[src/rtl/sl_ahb_sram_ctrl.sv]
// AHB-Lite slave driving one 32-bit SRAM; zero-wait reads, single-entry write buffer when SL_AHB_SRAM_WBUF_EN is defined.
// Without the buffer, a read address phase during a write data phase costs one HREADYOUT=0 cycle.
module sl_ahb_sram_ctrl #(
    parameter int AW = 16
) (
    input  logic          HCLK,
    input  logic          HRESETn,
    input  logic          HSEL,
    input  logic [AW-1:0] HADDR,
    input  logic [1:0]    HTRANS,
    input  logic [2:0]    HSIZE,
    input  logic          HWRITE,
    input  logic [31:0]   HWDATA,
    input  logic          HREADY,
    output logic          HREADYOUT,
    output logic [31:0]   HRDATA,
    output logic          HRESP,
    output logic [AW-3:0] SRAM_ADDR,
    output logic [31:0]   SRAM_WDATA,
    output logic [3:0]    SRAM_WREN,
    output logic          SRAM_CS,
    input  logic [31:0]   SRAM_RDATA
);

    logic          valid, rd_ap, wr_ap, direct_wr;
    logic          wr_dph, rd_dph;
    logic [AW-3:0] wr_addr_q, rd_addr_q;
    logic [3:0]    wr_strb_q, strb;
    logic [31:0]   rdata_merged;

    assign valid = HSEL & HREADY & HTRANS[1];
    assign rd_ap = valid & ~HWRITE;
    assign wr_ap = valid & HWRITE;
    assign HRESP = 1'b0;

    always_comb begin
        strb = 4'b1111;
        if (HSIZE == 3'd0)
            strb = 4'b0001 << HADDR[1:0];
        else if (HSIZE == 3'd1)
            strb = HADDR[1] ? 4'b1100 : 4'b0011;
    end

    // Phase flags only advance when the bus completes a cycle (extended data phases hold them).
    always_ff @(posedge HCLK) begin
        if (!HRESETn) begin
            wr_dph    <= 1'b0;
            rd_dph    <= 1'b0;
            wr_addr_q <= '0;
            rd_addr_q <= '0;
            wr_strb_q <= '0;
        end else if (HREADY) begin
            wr_dph <= wr_ap;
            rd_dph <= rd_ap;
            if (wr_ap) begin
                wr_addr_q <= HADDR[AW-1:2];
                wr_strb_q <= strb;
            end
            if (rd_ap)
                rd_addr_q <= HADDR[AW-1:2];
        end
    end

`ifdef SL_AHB_SRAM_WBUF_EN
    logic          buf_vld, buf_load, drain;
    logic [AW-3:0] buf_addr;
    logic [3:0]    buf_strb;
    logic [31:0]   buf_dat;

    assign direct_wr = wr_dph & ~rd_ap;
    assign buf_load  = wr_dph & rd_ap;
    assign drain     = buf_vld & ~rd_ap & ~direct_wr;
    assign HREADYOUT = 1'b1;

    always_ff @(posedge HCLK) begin
        if (!HRESETn) begin
            buf_vld  <= 1'b0;
            buf_addr <= '0;
            buf_strb <= '0;
            buf_dat  <= '0;
        end else if (buf_load) begin
            buf_vld  <= 1'b1;
            buf_addr <= wr_addr_q;
            buf_strb <= wr_strb_q;
            buf_dat  <= HWDATA;
        end else if (drain) begin
            buf_vld  <= 1'b0;
        end
    end

    // Merge uses only registered buffer state, so HWDATA never reaches HRDATA combinationally.
    always_comb begin
        rdata_merged = SRAM_RDATA;
        for (int b = 0; b < 4; b++)
            if (buf_vld && buf_addr == rd_addr_q && buf_strb[b])
                rdata_merged[8*b +: 8] = buf_dat[8*b +: 8];
    end
`else
    logic stall, wr_done;

    assign stall        = wr_dph & ~wr_done & HSEL & HTRANS[1] & ~HWRITE;
    assign direct_wr    = wr_dph & ~wr_done;
    assign rdata_merged = SRAM_RDATA;
    assign HREADYOUT    = ~HRESETn | ~stall;

    // One-shot: the stalled write is performed once and the stall lasts a single cycle.
    always_ff @(posedge HCLK) begin
        if (!HRESETn)
            wr_done <= 1'b0;
        else
            wr_done <= stall;
    end
`endif

    always_comb begin
        SRAM_CS    = 1'b0;
        SRAM_WREN  = 4'b0000;
        SRAM_ADDR  = HADDR[AW-1:2];
        SRAM_WDATA = HWDATA;
        if (HRESETn) begin
            if (rd_ap) begin
                SRAM_CS = 1'b1;
            end else if (direct_wr) begin
                SRAM_CS   = 1'b1;
                SRAM_WREN = wr_strb_q;
                SRAM_ADDR = wr_addr_q;
            end
`ifdef SL_AHB_SRAM_WBUF_EN
            else if (drain) begin
                SRAM_CS    = 1'b1;
                SRAM_WREN  = buf_strb;
                SRAM_ADDR  = buf_addr;
                SRAM_WDATA = buf_dat;
            end
`endif
        end
    end

    always_comb begin
        HRDATA = 32'h0;
        if (HRESETn && rd_dph)
            HRDATA = rdata_merged;
    end

endmodule

[config.mk]
export PLATFORM = sky130hd
export DESIGN_NAME = sl_ahb_sram_ctrl
export DESIGN_NICKNAME = d
export VERILOG_FILES = /design/src/rtl/sl_ahb_sram_ctrl.sv
export SDC_FILE = /design/constraint.sdc
export NUM_CORES = 1
export LEC_CHECK = 0
export BUFFER_PORTS_ARGS = -buffer_cell sky130_fd_sc_hd__buf_4
export CORE_MARGIN = 8
export CORE_UTILIZATION = 31
export DETAILED_ROUTE_END_ITERATION = 6
export PLACE_DENSITY = 0.8
export SLEW_MARGIN = 10
export SYNTH_ARGS = -nofsm -noshare
export SYNTH_HDL_FRONTEND = slang
export SYNTH_SLANG_ARGS = --single-unit
export TNS_END_PERCENT = 20
[constraint.sdc]
create_clock -name HCLK -period 1.2 [get_ports HCLK]
set_clock_uncertainty 0.1 [all_clocks]
set_input_delay 0.06 -clock HCLK [delete_from_list [all_inputs] [get_ports HCLK]]
set_output_delay 0.06 -clock HCLK [all_outputs]
set_load 0.02 [all_outputs]
## Word-level counts from Yosys, hierarchy flattened

Index checks and enable logic that the tools add are counted.

| storage, ports and cells | value |
|---|---|
| logic and storage cells | 36 |
| input port bits | 90 |
| bits in registers | 21 |
| output and inout port bits | 85 |

| cells by class | value |
|---|---|
| equal/unequal tests | 1 |
| shift-type cells | 1 |
| bitwise operators | 13 |
| multiplexer cells | 13 |
| reductions and logical operators | 3 |

Operators by type and width:

| operator | count |
|---|---|
| 14-bit 2-to-1 mux | 3 |
| 32-bit 2-to-1 mux | 1 |
| 4-bit 2-to-1 mux | 6 |
| 1-bit bitwise AND | 8 |
| 1-bit inverter | 4 |
| 1-bit by 2-bit << shifter with 4-bit output, first input constant | 1 |
| 3-bit by 1-bit == test with 1-bit output, second input constant | 1 |
| 3-bit zero test | 1 |
| 1-bit 2-to-1 mux | 3 |
| 2-bit AND reduction | 1 |
| 1-bit logical AND | 1 |
| 1-bit OR | 1 |

## Logic depth before layout (Yosys ltp)

Gate-level depths: netlist of run 1.

| logic depth | value |
|---|---|
| depth after elaboration | 7 |
| gate-level depth with buffers | 5 |
| mapped depth without buffers | 3 |

## Least setup slack after synthesis of run 1

OpenSTA, ideal clock, no wires.

| timing | value |
|---|---|
| kind | reg2out |
| start | register wr_done |
| end | output port SRAM_ADDR[2] |
| required time | 1040 ps |
| buffers on the path | 1 |
| path slack | -115 ps |
| arrival time | 1155 ps |
| cell stages (with the launch flop) | 5 |
| path through | dfxtp_1 and3b_4 o21ai_4 buf_6 mux2_4 |

| on the way | value |
|---|---|
| longest elaborated chain between the ends | 5 |

Ends and longest elaborated chain:

| item | line | source |
|---|---|---|
| start, declared | 99 | `logic stall, wr_done;` |
| start signal, assigned | 111 | `wr_done <= stall;` |
| 1-bit inverter | 102 | `assign direct_wr = wr_dph & ~wr_done;` |
| 1-bit bitwise AND | 102 |  |
| 14-bit 2-to-1 mux | 123 | `end else if (direct_wr) begin` |
| 14-bit 2-to-1 mux | 121 | `if (rd_ap) begin` |
| 14-bit 2-to-1 mux | 120 | `if (HRESETn) begin` |
| end, declared | 18 | `output logic [AW-3:0] SRAM_ADDR,` |

No other way between the ends.

## Worst setup path in the final report of run 1

| timing | value |
|---|---|
| start | register wr_done |
| end | output port SRAM_ADDR[9] |

Same word-level chain as after synthesis.

==> results_dict.tcl, run 1 <==
set metrics [dict create \
    grt_pass1_vias 1626 \
    area_growth_pct 72.8 \
    first_pass_iters 4 \
    track_usage 0.132 \
    synth.avg_cell_area_um2 8.07 \
    p_comb_frac 0.290 \
    max_cap_violations 0 \
    yosysWarnings 0 \
    die_y_um 86.3 \
    wire_per_inst_um 14.8 \
    critPathMaxFanout 15 \
    whs_ns 0.0113 \
    antennaDiodeCount 0 \
    clockPowerShare 0.272 \
    irDropWorstVdd_mv 0.477 \
    overflow 0 \
    drive_gt1_frac 0.519 \
    status "finished with violations" \
    crit_type "flip-flop to primary output" \
    numCtsBuffers 3 \
    ant_nets 0 \
    ys_types 27 \
    antenna_found_initial 0 \
    synth_nets 280 \
    fin_area_um2 2650 \
    die_area_um2 7450 \
    ios 175 \
    crit_arrival_ns 1.52 \
    critPathLaunchType "flip-flop" \
    sw_frac_of_total 0.247 \
    fin_crit_sh 1.40 \
    clock_latency_ns 0.25 \
    setup_ws_ns -0.475 \
    drc_errors 0 \
    wirelength_um 5210 \
    layout_commonest_cell "buf_4" \
    htree_levels 1 \
    clk_pin_slew_ns 0.07 \
    maxSlewViolCount 0 \
    final_cell_mix "buf_4 (77), buf_6 (40), and3_1 (30)" \
    hold_viol_final 0 \
    post_cts_buffers 0 \
    path_cells "and3b_4 > o21ai_4 > buf_12 > mux2_2 > buf_4" \
    portBuffers 108 \
    finalPower_mw 1.65 \
    cts_tree "done" \
    nNetsFinal 376 \
    critical_path.top_delay_family "multiplexers" \
    yosysSeqAreaShare 0.274 \
    p_leak_nw 1.31 \
    cp.required_ns 1.04 \
    max_freq_mhz 597 \
    internal_power_mw 1.24 \
    drtIter0Drc 27 \
    vias 1568 \
    slowest_delay_ns 0.35 \
    violations "setup timing" \
    start_util 0.322 \
    placed_area_um2 2270 \
    cellPowerDensity_nw_per_um2 622 \
    cp-end-kind "primary output" \
    pre_cts_ws_ns -0.211 \
    report.final.setup_viol 47 \
    p_sw_mw 0.406 \
    period_minus_slack_ns 1.68 \
    cts_sinks 21 \
    vias_per_cell 4.45 \
    slowest_stage "mux2_2" \
    fin_util 0.557 \
    nFillCells 440 \
    netlist_area_um2 1530 \
    grt_max_degree 54 \
    ys_ff_latch 21 \
    place_hpwl_um 3770 \
    core_area_um2 4750 \
    rsz0062_at_grt "true" \
    power.share.sequential 0.438 \
    worst-path-buf-inv 2 \
    min_path_type "input port to flip-flop" \
    fp-row-count 25 \
    netlist_instances 190 \
    gp_congestion 0.715 \
    dieWidth_um 86.3 \
    grt_pass1_wl_um 8070 \
    cts_root_buf "clkbuf_8" \
    clk_path_buf_depth 2 \
]
[cell usage after synthesis]
library cell	number	share of area
buf_6	1	0.0073
mux2_4	6	0.059
and4b_1	1	0.0065
dfxtp_1	21	0.27
o21ai_4	1	0.011
nand2_1	29	0.071
o21ai_0	5	0.016
clkbuf_1	8	0.020
and3b_4	1	0.0082
a21boi_0	15	0.073
mux2_2	8	0.059
and3_1	32	0.13
and4_1	1	0.0057
nor4b_1	1	0.0057
nand3_1	1	0.0033
buf_4	35	0.17
inv_1	5	0.012
a21oi_1	4	0.013
nor2b_1	1	0.0041
nor2_1	5	0.012
o21bai_1	1	0.0049
conb_1	1	0.0024
nand2b_1	3	0.012
a21o_1	1	0.0049
buf_2	1	0.0033
nand4_1	1	0.0041
o21a_1	1	0.0049
[cell families (layout without fill, tap and decap cells)]
logic type             after synthesis  after routing  synth area share
flip-flops                          21             21             0.274
other                                1              1           0.00245
multiplexers                        14             14             0.118
AO/OA/AOI/OAI                       28             28             0.128
buffers and inverters               50            145             0.214
AND/OR/NAND/NOR                     76             76             0.264
[sequential cells by signal, indices dropped and copies added (netlist names)]
name       cells
rd_dph         1
wr_addr_q     14
wr_done        1
wr_dph         1
wr_strb_q      4
[per-stage QoR]
| step | setup TNS (ns) | std cells |
|---|---|---|
| 3_5_place_dp | -3.57 | 333 |
| 4_1_cts | -9.63 | 352 |
| 5_1_grt | -11.45 | 352 |
| 6_report | -8.84 | 352 |
| 3_3_place_gp | -3.03 | 333 |
| 2_1_floorplan | -0.990 | 190 |
[tightest hold or removal path, cell delays in order]
cell and delay, ns:
buf_4 0.09, o21bai_1 0.06, a21oi_1 0.12
[power groups by stage]
| stage | Sequential [mW] | Clock [mW] | Combinational (mW) |
|---|---|---|---|
| floorplan | 0.735 | 0 | 0.318 |
| global placement | 0.736 | 0 | 0.401 |
| detailed placement | 0.737 | 0 | 0.408 |
| CTS | 0.721 | 0.476 | 0.474 |
| global route | 0.723 | 0.504 | 0.512 |
| finish | 0.721 | 0.448 | 0.478 |
[repair_timing]
action / 4_1_cts / 5_1_grt
hold buffers: 15 / 0
resized for setup: 43 / 8
pin swaps: 1 / 0
endpoints found under the setup margin: 52 / 52
hold endpoints to repair: 18 / 0
[cell type report]
| cell class | instances | area [µm²] | area share |
|---|---|---|---|
| well taps | 67 | 83.8 | 0.0316 |
| flip-flops and latches | 21 | 423 | 0.160 |
| clock buffers | 4 | 45.0 | 0.0170 |
| multi-input cells | 119 | 820 | 0.309 |
| inverters | 5 | 18.8 | 0.00709 |
| repair buffers | 136 | 1260 | 0.475 |
[routing by layer]
layer / share of wire / global-route usage
met5: 0 / 0
met1: 0.39 / 0.133
met3: 0.072 / 0.0406
met4: 0.0065 / 0.0219
met2: 0.53 / 0.258
[path summary, 6_finish.rpt]
check,startpoint,endpoint,slack (ns),depth (start not counted)
hold reg to reg,wr_addr_q[10]$_SDFFE_PN0P_,wr_addr_q[10]$_SDFFE_PN0P_,0.36,2
setup / recovery,wr_done$_SDFF_PN0_,SRAM_ADDR[9],-0.48,5
hold / removal,HSIZE[0],wr_strb_q[1]$_SDFFE_PN0P_,0.01,3
setup reg to reg,wr_done$_SDFF_PN0_,wr_done$_SDFF_PN0_,0.12,3
No activity file was read; power rests on OpenSTA's default activity.
==> run 2, diff against run 1 <==
--- a/config.mk
+++ b/config.mk
@@ -6,10 +6,12 @@
 export NUM_CORES = 1
 export LEC_CHECK = 0
 export BUFFER_PORTS_ARGS = -buffer_cell sky130_fd_sc_hd__buf_4
+export CELL_PAD_IN_SITES_DETAIL_PLACEMENT = 0
+export CELL_PAD_IN_SITES_GLOBAL_PLACEMENT = 1
 export CORE_MARGIN = 8
-export CORE_UTILIZATION = 31
+export CORE_UTILIZATION = 19
 export DETAILED_ROUTE_END_ITERATION = 6
-export PLACE_DENSITY = 0.8
+export PLACE_DENSITY = 0.78
 export SLEW_MARGIN = 10
 export SYNTH_ARGS = -nofsm -noshare
 export SYNTH_HDL_FRONTEND = slang
==> results_dict.tcl, run 2 (synthesis gave the netlist of run 1 again) <==
set metrics [dict create \
    cts_tree "done" \
    max_freq_mhz 590 \
    cp.required_ns 1.04 \
    overflow 0 \
    antennaDiodeCount 0 \
    crit_type "flip-flop to primary output" \
    cts_sinks 21 \
    max_cap_violations 0 \
    use_met2 0.165 \
    grt_busiest_layer "met2" \
    cts_root_buf "clkbuf_8" \
    fin_cells 389 \
    path_cells "and3b_4 > o21ai_4 > buf_12 > mux2_2 > buf_4" \
    largest_register "wr_addr_q" \
    fin_crit_sh 1.41 \
    portBuffers 108 \
    grt_pass1_vias 1621 \
    vias_per_cell 4.00 \
    grt_max_degree 54 \
    critical_path.top_delay_family "multiplexers" \
    track_usage 0.0905 \
    vias 1555 \
    report.final.setup_viol 52 \
    die_area_um2 11200 \
    nFillCells 852 \
    final_cell_mix "buf_4 (84), buf_6 (34), and3_1 (32)" \
    first_pass_iters 4 \
    drc_errors 0 \
    worst-path-buf-inv 2 \
    top_regs "wr_addr_q x14, wr_strb_q x4" \
    hold_viol_final 0 \
    fp-row-count 32 \
    place_hpwl_um 4030 \
    wirelength_um 5430 \
    drtIter0Drc 26 \
    clk_pin_slew_ns 0.08 \
    period_minus_slack_ns 1.69 \
    maxSlewViolCount 0 \
    dp_cells 368 \
    grt_pass1_wl_um 8470 \
    clk_path_buf_depth 2 \
    slowest_delay_ns 0.35 \
    start_util 0.197 \
    met3_usage 0.0378 \
    setup_tns_ns -9.73 \
    htree_levels 1 \
    p_leak_nw 1.32 \
    layout_commonest_cell "buf_4" \
    gp_congestion 0.706 \
    area_growth_pct 74.0 \
    critPathLaunchType "flip-flop" \
    crit_arrival_ns 1.53 \
    die_y_um 106 \
    numCtsBuffers 3 \
    rsz0062_at_grt "true" \
    slowest_stage "mux2_2" \
    largest_reg_flops 14 \
    drive_gt1_frac 0.502 \
    clock_latency_ns 0.26 \
    multi_input_area_um2 800 \
    status "finished with violations" \
    setup_ws_ns -0.495 \
    core_area_um2 7770 \
    regArea_um2 422 \
    whs_ns 0.0188 \
    pre_cts_ws_ns -0.235 \
    wire_per_inst_um 14.0 \
    cellPowerDensity_nw_per_um2 623 \
    dieWidth_um 106 \
    cp-end-kind "primary output" \
    irDropWorstVdd_mv 0.422 \
    grt_use_met1 0.0977 \
    min_path_type "input port to flip-flop" \
    violations "setup timing" \
    critPathMaxFanout 16 \
    ant_nets 0 \
    nNetsFinal 378 \
    ios 175 \
    antenna_found_initial 0 \
]
[run 2: cell count changes in the layout (fill, tap and decap cells not counted)]
cell	previous run	this run
and3_1	30	32
and3_4	2	0
buf_4	77	84
buf_6	40	34
dfxtp_1	19	20
dfxtp_2	2	1
dlygate4sd3_1	15	16
nor2_1	1	3
nor2_2	1	0
nor2_4	3	2
[run 2: repair_timing]
item | 4_1_cts | 5_1_grt
endpoints found under the setup margin | 52 | 52
gates cloned | 0 | 0
hold buffers | 16 | 0
hold endpoints to repair | 18 | 0
buffers inserted | 1 | 0
resized for setup | 33 | 6
[run 2: layer usage]
metal | vias up | routed length (µm)
li1 | 799 | -
met1 | 696 | 2170
met2 | 56 | 2810
met3 | 4 | 438
met4 | 0 | 13
met5 | - | 0
[run 2: final timing paths]
check | cells past startpoint | startpoint | endpoint | slack, ns
max reg2reg | 3 | wr_done$_SDFF_PN0_ | wr_done$_SDFF_PN0_ | 0.12
max | 5 | wr_dph$_SDFFE_PN0P_ | SRAM_ADDR[1] | -0.49
min | 3 | HADDR[0] | wr_strb_q[1]$_SDFFE_PN0P_ | 0.02
min reg2reg | 2 | wr_addr_q[0]$_SDFFE_PN0P_ | wr_addr_q[0]$_SDFFE_PN0P_ | 0.36
[run 2: worst register-to-register path, cell delays in order (launching register included)]
cell     delay (ns)
dfxtp_1        0.30
and3b_4        0.30
buf_4          0.11
and4b_1        0.20
[run 2: layout make-up]
type,count,share of cell area
timing repair buffer,138,0.470
multi-input combinational,119,0.300
sequential,21,0.158
tap,102,0.0479
clock buffer,4,0.0169
inverter,5,0.00704
[run 2: report_power, final]
group | internal (mW) | switching (mW)
Combinational | 0.286 | 0.182
Clock | 0.236 | 0.236
Sequential | 0.713 | 0.00773
Total | 1.23 | 0.426
[run 2: metrics by stage]
| step | utilization | power, mW | area, µm² |
|---|---|---|---|
| after floorplan | - | 1.05 | 1530 |
| after global placement | 0.297 | 1.14 | 2310 |
| after detailed placement | 0.297 | 1.15 | 2310 |
| after CTS | 0.340 | 1.70 | 2640 |
| after global routing | 0.343 | 1.76 | 2670 |
| final | 0.343 | 1.66 | 2670 |
==> run 3, diff against run 2 <==
--- a/config.mk
+++ b/config.mk
@@ -16,4 +16,4 @@
 export SYNTH_ARGS = -nofsm -noshare
 export SYNTH_HDL_FRONTEND = slang
 export SYNTH_SLANG_ARGS = --single-unit
-export TNS_END_PERCENT = 20
+export TNS_END_PERCENT = 50
==> results_dict.tcl, run 3 (synthesis gave the netlist of run 1 again) <==
set metrics [dict create \
    status "finished with violations" \
    violations "setup timing" \
    cts_sinks 21 \
    grt_pass1_vias 1673 \
    critical_path.top_delay_family "multiplexers" \
    top_regs "wr_addr_q x14, wr_strb_q x4" \
    rrSetupSlack_ns 0.03 \
    clk_pin_slew_ns 0.08 \
    slowest_stage "mux2_2" \
    irDropWorstVdd_mv 0.422 \
    nNetsFinal 382 \
    gp_congestion 0.706 \
    antennaDiodeCount 0 \
    wire_per_inst_um 14.4 \
    layout_commonest_cell "buf_4" \
    vias_per_cell 4.07 \
    start_util 0.197 \
    overflow 0 \
    crit_arrival_ns 1.55 \
    clock_latency_ns 0.26 \
    sw_frac_of_total 0.258 \
    final_cell_mix "buf_4 (77), buf_6 (43), nand2_1 (29)" \
    max_cap_violations 0 \
    report.final.setup_viol 52 \
    rsz0062_at_grt "true" \
    pre_cts_ws_ns -0.235 \
    cp-end-kind "primary output" \
    numCtsBuffers 3 \
    grt_pass1_wl_um 8710 \
    path_cells "and3b_4 > o21ai_4 > buf_12 > mux2_2 > buf_4" \
    cts_root_buf "clkbuf_8" \
    crit_type "flip-flop to primary output" \
    cp.required_ns 1.04 \
    htree_levels 1 \
    min_path_type "input port to flip-flop" \
    portBuffers 108 \
    wirelength_um 5670 \
    power.share.sequential 0.430 \
    maxSlewViolCount 0 \
    vias 1599 \
    p_leak_nw 1.34 \
    clockPowerShare 0.282 \
    hold_viol_final 0 \
    setup_ws_ns -0.513 \
    dieWidth_um 106 \
    slowest_delay_ns 0.35 \
    grt_max_degree 54 \
    drc_errors 0 \
    core_area_um2 7770 \
    area_growth_pct 83.6 \
    die_area_um2 11200 \
    place_hpwl_um 4030 \
    p_sw_mw 0.432 \
    p_comb_frac 0.289 \
    first_pass_iters 4 \
    period_minus_slack_ns 1.71 \
    drtIter0Drc 18 \
    critPathLaunchType "flip-flop" \
    die_y_um 106 \
    fin_crit_sh 1.43 \
    antenna_found_initial 0 \
    max_freq_mhz 584 \
    cellPowerDensity_nw_per_um2 596 \
    largest_register "wr_addr_q" \
    fin_area_um2 2810 \
    fp-row-count 32 \
    placed_area_um2 2310 \
    largest_reg_flops 14 \
    worst-path-buf-inv 2 \
    cts_tree "done" \
    ant_nets 0 \
    internal_power_mw 1.24 \
    critPathMaxFanout 16 \
    finalPower_mw 1.68 \
    track_usage 0.0938 \
    clk_path_buf_depth 2 \
    ios 175 \
    drive_gt1_frac 0.540 \
    nFillCells 834 \
]
-- run 3: cell types whose count changed in the layout (fill, tap and decap cells not counted) --
cell	before	now
nor2_4	2	3
dfxtp_4	0	1
clkbuf_16	0	1
dfxtp_1	20	19
buf_4	84	77
buf_6	34	43
and3_4	0	7
and3_1	32	25
nor2_1	3	2
buf_16	0	1
-- run 3: worst paths after layout --
kind	start	endpoint	cells past startpoint
worst max-delay path	wr_done$_SDFF_PN0_	SRAM_ADDR[1]	5
worst min-delay path	HADDR[0]	wr_strb_q[1]$_SDFFE_PN0P_	3
worst max register to register	wr_done$_SDFF_PN0_	wr_done$_SDFF_PN0_	4
worst min register to register	wr_addr_q[0]$_SDFFE_PN0P_	wr_addr_q[0]$_SDFFE_PN0P_	2
-- run 3: worst reg2reg max path, delay by kind of cell (launching register included) --
family	cells	cell delay, ns
buffers and inverters	2	0.19
DFF	1	0.31
and+or+nand+nor	2	0.51
-- run 3: stage by stage --
stage | hold WS (ns) | TNS [ns] | cells | util
final | 0.0191 | -11.22 | 393 | 0.362
after global routing | 0.0190 | -14.26 | 393 | 0.362
after CTS | 0.0112 | -10.79 | 390 | 0.348
after detailed placement | 0.0201 | -4.33 | 368 | 0.297
after global placement | 0.0201 | -3.61 | 368 | 0.297
after floorplan | 0.0987 | -0.990 | 190 | -
-- run 3: repair_timing --
item                       4_1_cts  5_1_grt
setup endpoints to repair       52       52
cloned                           1        1
gates resized for setup         44       16
pin swaps                        1        0
setup buffers                    1        3
hold endpoints to repair        18        0
hold buffers                    16        0
-- run 3: final cells by class --
type / instances / area (µm²) / share of cell area
clock buffer: 4 / 45.0 / 0.0160
sequential: 21 / 425 / 0.151
timing repair buffer: 142 / 1360 / 0.482
tap: 102 / 128 / 0.0454
multi-input combinational: 119 / 842 / 0.299
inverter: 5 / 18.8 / 0.00667
-- run 3: routing by layer --
layer | global-route usage | part of all wire | wire (µm)
met5 | 0 | 0 | 0
met4 | 0.00905 | 0.0023 | 13
met3 | 0.0390 | 0.083 | 468
met2 | 0.175 | 0.52 | 2960
met1 | 0.0988 | 0.39 | 2220
-- run 3: power groups by stage --
| stage | sequential, mW | combinational [mW] | clock [mW] |
|---|---|---|---|
| final | 0.720 | 0.484 | 0.472 |
| after global routing | 0.723 | 0.521 | 0.534 |
| after CTS | 0.720 | 0.476 | 0.508 |
| after detailed placement | 0.736 | 0.413 | 0 |
| after global placement | 0.736 | 0.408 | 0 |
| after floorplan | 0.735 | 0.318 | 0 |
